[config.mk]
export PLATFORM = sky130hd
export DESIGN_NAME = multicycle_control
export DESIGN_NICKNAME = d
export VERILOG_FILES = /design/src/rtl/multicycle_control.sv
export SDC_FILE = /design/constraint.sdc
export NUM_CORES = 1
export LEC_CHECK = 0
export BUFFER_PORTS_ARGS = -buffer_cell sky130_fd_sc_hd__buf_2
export CAP_MARGIN = 20
export CORE_MARGIN = 2
export CORE_UTILIZATION = 45
export CTS_CLUSTER_SIZE = 8
export DETAILED_ROUTE_END_ITERATION = 8
export GPL_ROUTABILITY_DRIVEN = 0
export PLACE_DENSITY = 0.71
export RECOVER_POWER = 25
export SLEW_MARGIN = 10
export SYNTH_ARGS = -nofsm -noshare
export SYNTH_HDL_FRONTEND = slang
export SYNTH_SLANG_ARGS = --single-unit
[constraint.sdc]
create_clock -name clk -period 3.13 [get_ports clk]
set_input_delay 0 -clock clk [delete_from_list [all_inputs] [get_ports clk]]
set_output_delay 0 -clock clk [all_outputs]
set_load 0.01 [all_outputs]
[src/rtl/multicycle_control.sv]
// Main control FSM for the multicycle RV32 subset core: sequences fetch, decode,
// execute, memory and writeback steps and counts retired instructions.
module multicycle_control #(
    parameter int unsigned CNT_W = 32
) (
    input  logic             clk,
    input  logic             reset,
    input  logic [6:0]       Opcode,
    input  logic             Zero,
    input  logic             MemReady,
    output logic             PCWrite,
    output logic             IRWrite,
    output logic             AdrSrc,
    output logic             MemRead,
    output logic             MemWrite,
    output logic             RegWrite,
    output logic [1:0]       ALUSrcA,
    output logic [1:0]       ALUSrcB,
    output logic [1:0]       ALUOperation,
    output logic [1:0]       ResultSrc,
    output logic             Halted,
    output logic [3:0]       State,
    output logic [CNT_W-1:0] InstRetired
);

    localparam logic [6:0] OP_RTYPE  = 7'b0110011;
    localparam logic [6:0] OP_LOAD   = 7'b0000011;
    localparam logic [6:0] OP_STORE  = 7'b0100011;
    localparam logic [6:0] OP_BRANCH = 7'b1100011;

    typedef enum logic [3:0] {
        S_FETCH    = 4'd0,
        S_DECODE   = 4'd1,
        S_MEMADR   = 4'd2,
        S_MEMREAD  = 4'd3,
        S_MEMWB    = 4'd4,
        S_MEMWRITE = 4'd5,
        S_EXECR    = 4'd6,
        S_ALUWB    = 4'd7,
        S_BEQ      = 4'd8,
        S_TRAP     = 4'd9
    } state_e;

    state_e           state_q, state_d;
    logic [CNT_W-1:0] cnt_q, cnt_d;
    logic             retire_c;
    logic             pc_write_c, ir_write_c, mem_read_c, mem_write_c, reg_write_c;

    always_ff @(posedge clk) begin
        if (reset) begin
            state_q <= S_FETCH;
            cnt_q   <= '0;
        end else begin
            state_q <= state_d;
            cnt_q   <= cnt_d;
        end
    end

    // Next state and per-state control decode; strobes are gated by reset below.
    always_comb begin
        state_d      = state_q;
        retire_c     = 1'b0;
        pc_write_c   = 1'b0;
        ir_write_c   = 1'b0;
        mem_read_c   = 1'b0;
        mem_write_c  = 1'b0;
        reg_write_c  = 1'b0;
        AdrSrc       = 1'b0;
        ALUSrcA      = 2'b00;
        ALUSrcB      = 2'b00;
        ALUOperation = 2'b00;
        ResultSrc    = 2'b00;
        Halted       = 1'b0;
        case (state_q)
            S_FETCH: begin
                mem_read_c = 1'b1;
                ALUSrcB    = 2'b10;
                ResultSrc  = 2'b10;
                ir_write_c = MemReady;
                pc_write_c = MemReady;
                if (MemReady) state_d = S_DECODE;
            end
            S_DECODE: begin
                ALUSrcA = 2'b01;
                ALUSrcB = 2'b01;
                if (Opcode == OP_RTYPE)                             state_d = S_EXECR;
                else if (Opcode == OP_LOAD || Opcode == OP_STORE)   state_d = S_MEMADR;
                else if (Opcode == OP_BRANCH)                       state_d = S_BEQ;
                else                                                state_d = S_TRAP;
            end
            S_MEMADR: begin
                ALUSrcA = 2'b10;
                ALUSrcB = 2'b01;
                state_d = (Opcode == OP_LOAD) ? S_MEMREAD : S_MEMWRITE;
            end
            S_MEMREAD: begin
                AdrSrc     = 1'b1;
                mem_read_c = 1'b1;
                if (MemReady) state_d = S_MEMWB;
            end
            S_MEMWB: begin
                ResultSrc   = 2'b01;
                reg_write_c = 1'b1;
                retire_c    = 1'b1;
                state_d     = S_FETCH;
            end
            S_MEMWRITE: begin
                AdrSrc      = 1'b1;
                mem_write_c = 1'b1;
                if (MemReady) begin
                    retire_c = 1'b1;
                    state_d  = S_FETCH;
                end
            end
            S_EXECR: begin
                ALUSrcA      = 2'b10;
                ALUOperation = 2'b10;
                state_d      = S_ALUWB;
            end
            S_ALUWB: begin
                reg_write_c = 1'b1;
                retire_c    = 1'b1;
                state_d     = S_FETCH;
            end
            S_BEQ: begin
                ALUSrcA      = 2'b10;
                ALUOperation = 2'b01;
                pc_write_c   = Zero;
                retire_c     = 1'b1;
                state_d      = S_FETCH;
            end
            S_TRAP: begin
                Halted = 1'b1;
            end
            default: state_d = S_TRAP;
        endcase
    end

    assign cnt_d       = retire_c ? cnt_q + CNT_W'(1) : cnt_q;
    assign PCWrite     = pc_write_c  & ~reset;
    assign IRWrite     = ir_write_c  & ~reset;
    assign MemRead     = mem_read_c  & ~reset;
    assign MemWrite    = mem_write_c & ~reset;
    assign RegWrite    = reg_write_c & ~reset;
    assign State       = state_q;
    assign InstRetired = cnt_q;

endmodule

# Word-level counts from Yosys, hierarchy flattened
# Cells that the tools add are included.
word_totals:
  input_bits: 11
  reg_bits: 36
  word_cells: 56
  output_inout_bits: 51
classes:
  reduce_logical: 9
  eq_ne: 16
  add_sub_neg: 1
  muxes: 21
  bitwise: 7
ops:
  columns: ["op", "count"]
  rows:
  - ["32-bit by 1-bit adder with 32-bit output (second input constant)", 1]
  - ["4-bit case mux with 8 select lines", 1]
  - ["4-bit 2-to-1 mux", 5]
  - ["4-bit by 3-bit equality test with 1-bit output (second input constant)", 4]
  - ["2-bit case mux with 2 select lines", 4]
  - ["7-bit by 6-bit equality test with 1-bit output (second input constant)", 2]
  - ["4-bit by 2-bit equality test with 1-bit output (second input constant)", 2]
  - ["4-bit equality test (second input constant)", 2]
  - ["1-bit 2-to-1 mux", 8]
  - ["2-bit OR reduction", 4]
  - ["7-bit by 2-bit equality test with 1-bit output (second input constant)", 1]
  - ["7-bit equality test (second input constant)", 1]
  - ["2-bit != test (second input constant)", 3]
  - ["3-bit OR reduction", 2]
  - ["1-bit bitwise AND", 5]
  - ["4-bit by 1-bit equality test with 1-bit output (second input constant)", 1]
  - ["4-bit zero test", 1]
  - ["1-bit case mux with 2 select lines", 2]
  - ["4-bit AND reduction", 1]
  - ["3-bit 2-to-1 mux", 1]
  - ["1-bit NOT", 2]
  - ["1-bit logical OR", 1]

# Longest topological paths before layout
# Gate-level depths: netlist (run 1).
logic_depth:
  depth_word: 5
  depth_mapped: 8
  ltp_nobuf: 5

# Least setup slack after synthesis (run 1)
# OpenSTA, ideal clock, no wires.
synth_timing:
  kind: "reg-to-reg"
  start: "reg state_q[3], in the netlist State[3]"
  end: "reg cnt_q[18], in the netlist InstRetired[18]"
  n_path_buf: 2
  setup_time_ns: 0.070
  required_time_ns: 3.060
  path_slack_ns: 0.961
  period_less_slack_ns: 2.169
  arrival_ns: 2.099
  stages_incl_launch_ff: 8
  path_cell_list: "dfxtp_1 -> buf_6 -> or2_1 -> buf_6 -> a211o_4 -> a211o_1 -> or4_1 -> a21oi_1"
synth_between:
  elab_chain_len: 3
  elab_cells_between_ends: 6
  cone_classes: "eq/ne: 4; mux: 1; reduce/logical: 1"
synth_rtl:
  columns: ["element", "line_no", "source"]
  rows:
  - ["start: declaration", "44", "state_e state_q, state_d;"]
  - ["start signal: assignment", "54", "state_q <= state_d;"]
  - ["4-bit by 3-bit equality test with 1-bit output or 4-bit equality test (tied branches)", "74", "case (state_q)"]
  - ["3-bit OR reduction (no line)", null, null]
  - ["1-bit case mux with 2 select lines (*)", "74", null]
  - ["end signal: assignment", "55", "cnt_q <= cnt_d;"]
  - ["end: declaration", "45", "logic [CNT_W-1:0] cnt_q, cnt_d;"]
# Mark *: on every way between the ends. The rest lies on a longest branch, timed or not.
# A chain may end at the register's enable or synchronous reset.

# Worst setup path in the final report (run 1)
layout_timing:
  start: "reg state_q[1], in the netlist State[1]"
  end: "reg cnt_q[18], in the netlist InstRetired[18]"
# Same word-level chain as after synthesis.

==> results.cfg, run 1 <==
[job]
maxCapViolations = 0

[global_routing]
grt-ovfl-total = 0
grt_pass1_wl_mm = 8.21
grt_pass1_vias = 1849
antenna_found_initial = 0
grt_max_degree = 40
track_usage_pct = 19.8

[logic_synthesis]
async_reset_ff_share_pct = 0
synth_top_area_cell = dfxtp_1
ys_ff_latch = 36
netlist_area_sq_um = 2070
synthTopCellsByArea = dfxtp_1 35%, xnor2_1 6.8%, a21oi_1 6.3%
synth_cells = 263
syn_area_per_cell_sq_um = 7.87
synth_common_cells = 36 x dfxtp_1, 27 x nor2_1, 26 x a21oi_1, 22 x nand2_1, 16 x xnor2_1
synthDistinctLibCells = 49
ys_seq_area_share_pct = 34.8
synth_top_area_share_pct = 34.8
synth_ff_type = dfxtp_1
yosysMostFrequentCell = dfxtp_1
synth_edf_count = 0
yosys_warnings = 0
syn_nets = 275

[sta]
finClkSkew_ps = 6.72
setup_viol = 0
slew_violations = 0
worst_pin_slew_ps = 722
setup_ws_ps = 647
finalCriticalPeriod_ps = 2480
max_clock_freq_mhz = 403
setup-tns-final_ps = 0
fin_crit_sh_pct = 79.3
finalHoldViolCount = 0
max_slew_margin_pct = 51.8
grt_setup_unrepaired = no

[clocking]
htree_levels = 2
cts_hold_buffers = 0
root_buffer = clkbuf_8
post_cts_buffers = 0
cts_tree = built
clockBufferDepth = 2
postCtsResizedCells = 0
worstSkewPairLatency_ps = 280
cts_sinks = 36
clk_pin_slew_ps = 70
cts_buffers = 5

[setup_path]
cp-start-kind = flip-flop
crit_fanout = 17
r2r-start = State[1]$_SDFFE_PP0P_
critPathTopFamily = compound AO/OA/AOI/OAI gates
r2r_slack_ps = 650
rr_worst_depth = 5
path_buf_inv = 0
cpMaxStageDelayCell = or4_1
cp.required_ps = 3340
worstPathArrival_ps = 2690
crit_cells = 5
cp-end-kind = flip-flop
worstSetupPathType = reg2reg
critPathMaxStageDelay_ps = 540
reg2reg_to = InstRetired[18]$_SDFFE_PP0P_
cp_cell_sequence = or2_1 > a211o_4 > a211o_1 > or4_1 > a21oi_1

[status]
status = completed

[cells_and_area]
final_nets = 326
final_util_pct = 55.2
area_growth_syn_to_layout_pct = 16.9
antenna-diode-count = 0
drive_gt1_share_pct = 16.8

[route]
drt_iter0_markers = 120
vias_per_cell = 5.66
post-route-drc-count = 0
wire_per_inst_microns = 13.4
drt-pass1-iter-count = 4
vias = 2079
ant_nets = 0
totalWireLength_mm = 4.91

[floorplan]
dieArea_sq_um = 5160
core_area_sq_um = 4380
die_h_microns = 71.8
start_util_pct = 47.2
die_w_microns = 71.8
io_pins = 62
rows = 24

[pwr]
ir_worst_vdd_v = 0.000253
p_leak_nw = 0.820
power-per-cell-area_nw_per_um2 = 435

[min_path]
worstHoldStart = MemReady
min_to = State[3]$_SDFFE_PP0P_
hold_path_class = in2reg
hold_depth = 4

[place]
place_hpwl_mm = 3.49
pre_cts_slack_ps = 645
io_buffers = 61
-- placed cells by master, fill, tap and decap left out, types with 9 or more instances in the layout --
| cell type | instances |
|---|---|
| nor2_1 | 27 |
| nand2_1 | 22 |
| clkbuf_1 | 23 |
| a21oi_1 | 26 |
| nand3_1 | 9 |
| buf_2 | 40 |
| inv_1 | 11 |
| xnor2_1 | 16 |
| dfxtp_1 | 36 |
| o21ai_0 | 14 |
| nand4_1 | 11 |
| or3_1 | 11 |
-- registers in the layout, summed over array words and instances, names as in the netlist --
register / cells
State: 4
InstRetired: 32
-- logic make-up after synthesis --
logic type | after synthesis | synth area share (%)
mux | 1 | 0.544
simple gates | 111 | 28.8
buf+inv | 28 | 6.05
fa+ha+maj | 2 | 1.09
compound gates | 68 | 21.5
flops | 36 | 34.8
xor+xnor | 17 | 7.19
-- metal layers --
metal	part of all wire, %	global-route usage, %	up-vias
li1	-	-	1062
met1	47	25.3	964
met2	48	32.7	49
met3	4.2	5.63	4
met4	0.73	5.66	0
met5	0	0	-
-- stage by stage --
step / area (sq um) / total power [mW] / instances / hold WS [ps]
6_report: 2420 / 1.05 / 367 / 120
5_1_grt: 2420 / 1.12 / 367 / 152
4_1_cts: 2450 / 1.07 / 367 / 101
3_5_place_dp: 2360 / 0.730 / 359 / 325
3_3_place_gp: 2360 / 0.730 / 359 / 330
2_1_floorplan: 2070 / 0.681 / 263 / 62.8
-- tightest hold or removal path: stages --
cell    delay, ps
buf_2         130
nor3_1         60
nor2_1         80
o21a_1        110
-- power breakdown --
part / leakage [nW] / total (mW) / switching [mW] / internal [mW]
registers: 0.290 / 0.502 / 0.0322 / 0.470
clock network: 0.0455 / 0.333 / 0.153 / 0.179
logic: 0.484 / 0.217 / 0.126 / 0.0909
total: 0.820 / 1.05 / 0.312 / 0.740
-- how the worst max path moves through the flow --
stage	from	endpoint	slack, ps
floorplan	State[3]$_SDFFE_PP0P_	InstRetired[18]$_SDFFE_PP0P_	960
global placement	State[1]$_SDFFE_PP0P_	InstRetired[18]$_SDFFE_PP0P_	720
detailed placement	State[1]$_SDFFE_PP0P_	InstRetired[18]$_SDFFE_PP0P_	650
CTS	State[1]$_SDFFE_PP0P_	InstRetired[18]$_SDFFE_PP0P_	640
global route	State[1]$_SDFFE_PP0P_	InstRetired[18]$_SDFFE_PP0P_	530
finish	State[1]$_SDFFE_PP0P_	InstRetired[18]$_SDFFE_PP0P_	650
-- area by class of cell --
cell class	count	area (sq um)
Tap cell	52	65.1
Timing Repair Buffer	61	279
Inverter	11	41.3
Multi-Input combinational cell	199	1220
Fill cell	444	1960
Clock buffer	8	90.1
Sequential cell	36	721
(Power assumes the default switching activity.)
==> inputs of run 2 (changes only) <==
==> constraint.sdc (replaced) <==
create_clock -name clk -period 2.3 [get_ports clk]
set_input_delay 0 -clock clk [delete_from_list [all_inputs] [get_ports clk]]
set_output_delay 0 -clock clk [all_outputs]
set_load 0.01 [all_outputs]
==> results.cfg, run 2 (synthesis results as in run 1) <==
[status]
status = completed

[setup_path]
critPathMaxStageDelay_ps = 610
r2r-start = InstRetired[10]$_SDFFE_PP0P_
cp_cell_sequence = nand4_1 > or4_1 > buf_4 > a2111oi_2 > xnor2_1 > nor2_1
worstSetupPathType = reg2reg
crit_fanout = 7
cp-startpoint = InstRetired[10]$_SDFFE_PP0P_
cp-end-kind = flip-flop
cp-start-kind = flip-flop
cpMaxStageDelayCell = or4_1
cp.required_ps = 2460
worstPathArrival_ps = 2270

[global_routing]
antenna_found_initial = 0
grt_pass1_vias = 1917
grtUsageMet3_pct = 4.78
track_usage_pct = 20.6
grt-ovfl-total = 0
grt-busiest-layer = met2
grt_max_degree = 40
grt_util_met1_pct = 26.2
gr-usage-met2_pct = 34.7
grt_pass1_wl_mm = 8.58

[route]
vias_per_cell = 5.69
post-route-drc-count = 0
vias = 2166
ant_nets = 0
totalWireLength_mm = 5.08
drt_iter0_markers = 73
drt-pass1-iter-count = 4
wire_per_inst_microns = 13.3

[clocking]
worstSkewPairLatency_ps = 290
post_cts_buffers = 0
root_buffer = clkbuf_8
clockBufferDepth = 2
htree_levels = 2
cts_buffers = 5
clk_pin_slew_ps = 70
cts_sinks = 36
cts_tree = built

[pwr]
clock_power_share_pct = 31.8
p_leak_nw = 0.888
p_switching_uw = 451
finalPower_mw = 1.48
switching_share_pct = 30.4
intPower_mw = 1.03
power-per-cell-area_nw_per_um2 = 586
seq_power_share_pct = 45.0
pwr-share-comb_pct = 23.2
ir_worst_vdd_v = 0.000238

[place]
io_buffers = 61
pre_cts_slack_ps = 185
place_hpwl_mm = 3.70
postPlaceCellArea_sq_um = 2460
dp.cells = 373

[cells_and_area]
stdcell_count = 381
area_growth_syn_to_layout_pct = 22.2
final_util_pct = 57.7
final.fill_count = 437
antenna-diode-count = 0
layout_commonest_cell = buf_2
largest_reg_flops = 32
post-route-cell-area_sq_um = 2530
final_nets = 340
final_cell_mix = 40 x buf_2, 36 x dfxtp_1, 27 x nor2_1, 26 x a21oi_1
drive_gt1_share_pct = 20.7

[sta]
slew_violations = 0
setup-tns-final_ps = 0
setup_viol = 0
setup_ws_ps = 183
grt_setup_unrepaired = yes
whs_ps = 130
max_clock_freq_mhz = 472
fin_crit_sh_pct = 92.0
worst_pin_slew_ps = 727
finalCriticalPeriod_ps = 2120
max_slew_margin_pct = 51.5
finClkSkew_ps = 5.09
finalHoldViolCount = 0

[floorplan]
die_h_microns = 71.8
core_area_sq_um = 4380
rows = 24
start_util_pct = 47.2
io_pins = 62
dieArea_sq_um = 5160
die_w_microns = 71.8

[min_path]
worstHoldStart = MemReady
hold_path_class = in2reg

[job]
maxCapViolations = 0
## run 2: critical path: cells and delay by family, from the launching register on
family	cells	cell delay (ps)
buf+inv	1	190
compound gates	1	340
flops	1	420
xor+xnor	1	160
simple gates	3	870
## run 2: per-layer routing
layer  vias to the layer above  part of all wire, %
met2                        60                   48
met5                         -                    0
met4                         0                  1.3
met3                         9                  5.9
li1                       1084                    -
met1                      1013                   45
## run 2: layout make-up
cell class / count / area, sq um / share of cell area [%]
repair buffers: 75 / 384 / 15.2
multi-input cells: 199 / 1220 / 48.4
clock buffers: 7 / 86.3 / 3.41
flip-flops and latches: 36 / 721 / 28.5
inverters: 11 / 41.3 / 1.63
well taps: 52 / 65.1 / 2.57
clock inverters: 1 / 7.51 / 0.297
## run 2: final timing paths
| check | slack (ps) | depth (start not counted) | end |
|---|---|---|---|
| max | 180 | 6 | InstRetired[28]$_SDFFE_PP0P_ |
| min | 130 | 4 | State[3]$_SDFFE_PP0P_ |
| max reg2reg | 180 | 6 | InstRetired[28]$_SDFFE_PP0P_ |
| min reg2reg | 500 | 2 | InstRetired[1]$_SDFFE_PP0P_ |
## run 2: timing repair
item / CTS / global route
hold buffers: 0 / 0
endpoints found under the setup margin: 0 / 2
hold endpoints to repair: 0 / 0
gates resized for setup: 0 / 1
## run 2: power by group through the flow
| stage | sequential [mW] | combinational, mW | clock, mW |
|---|---|---|---|
| global placement | 0.680 | 0.347 | 0 |
| CTS | 0.666 | 0.347 | 0.484 |
| floorplan | 0.679 | 0.247 | 0 |
| detailed placement | 0.681 | 0.346 | 0 |
| finish | 0.667 | 0.344 | 0.472 |
| global route | 0.668 | 0.381 | 0.501 |
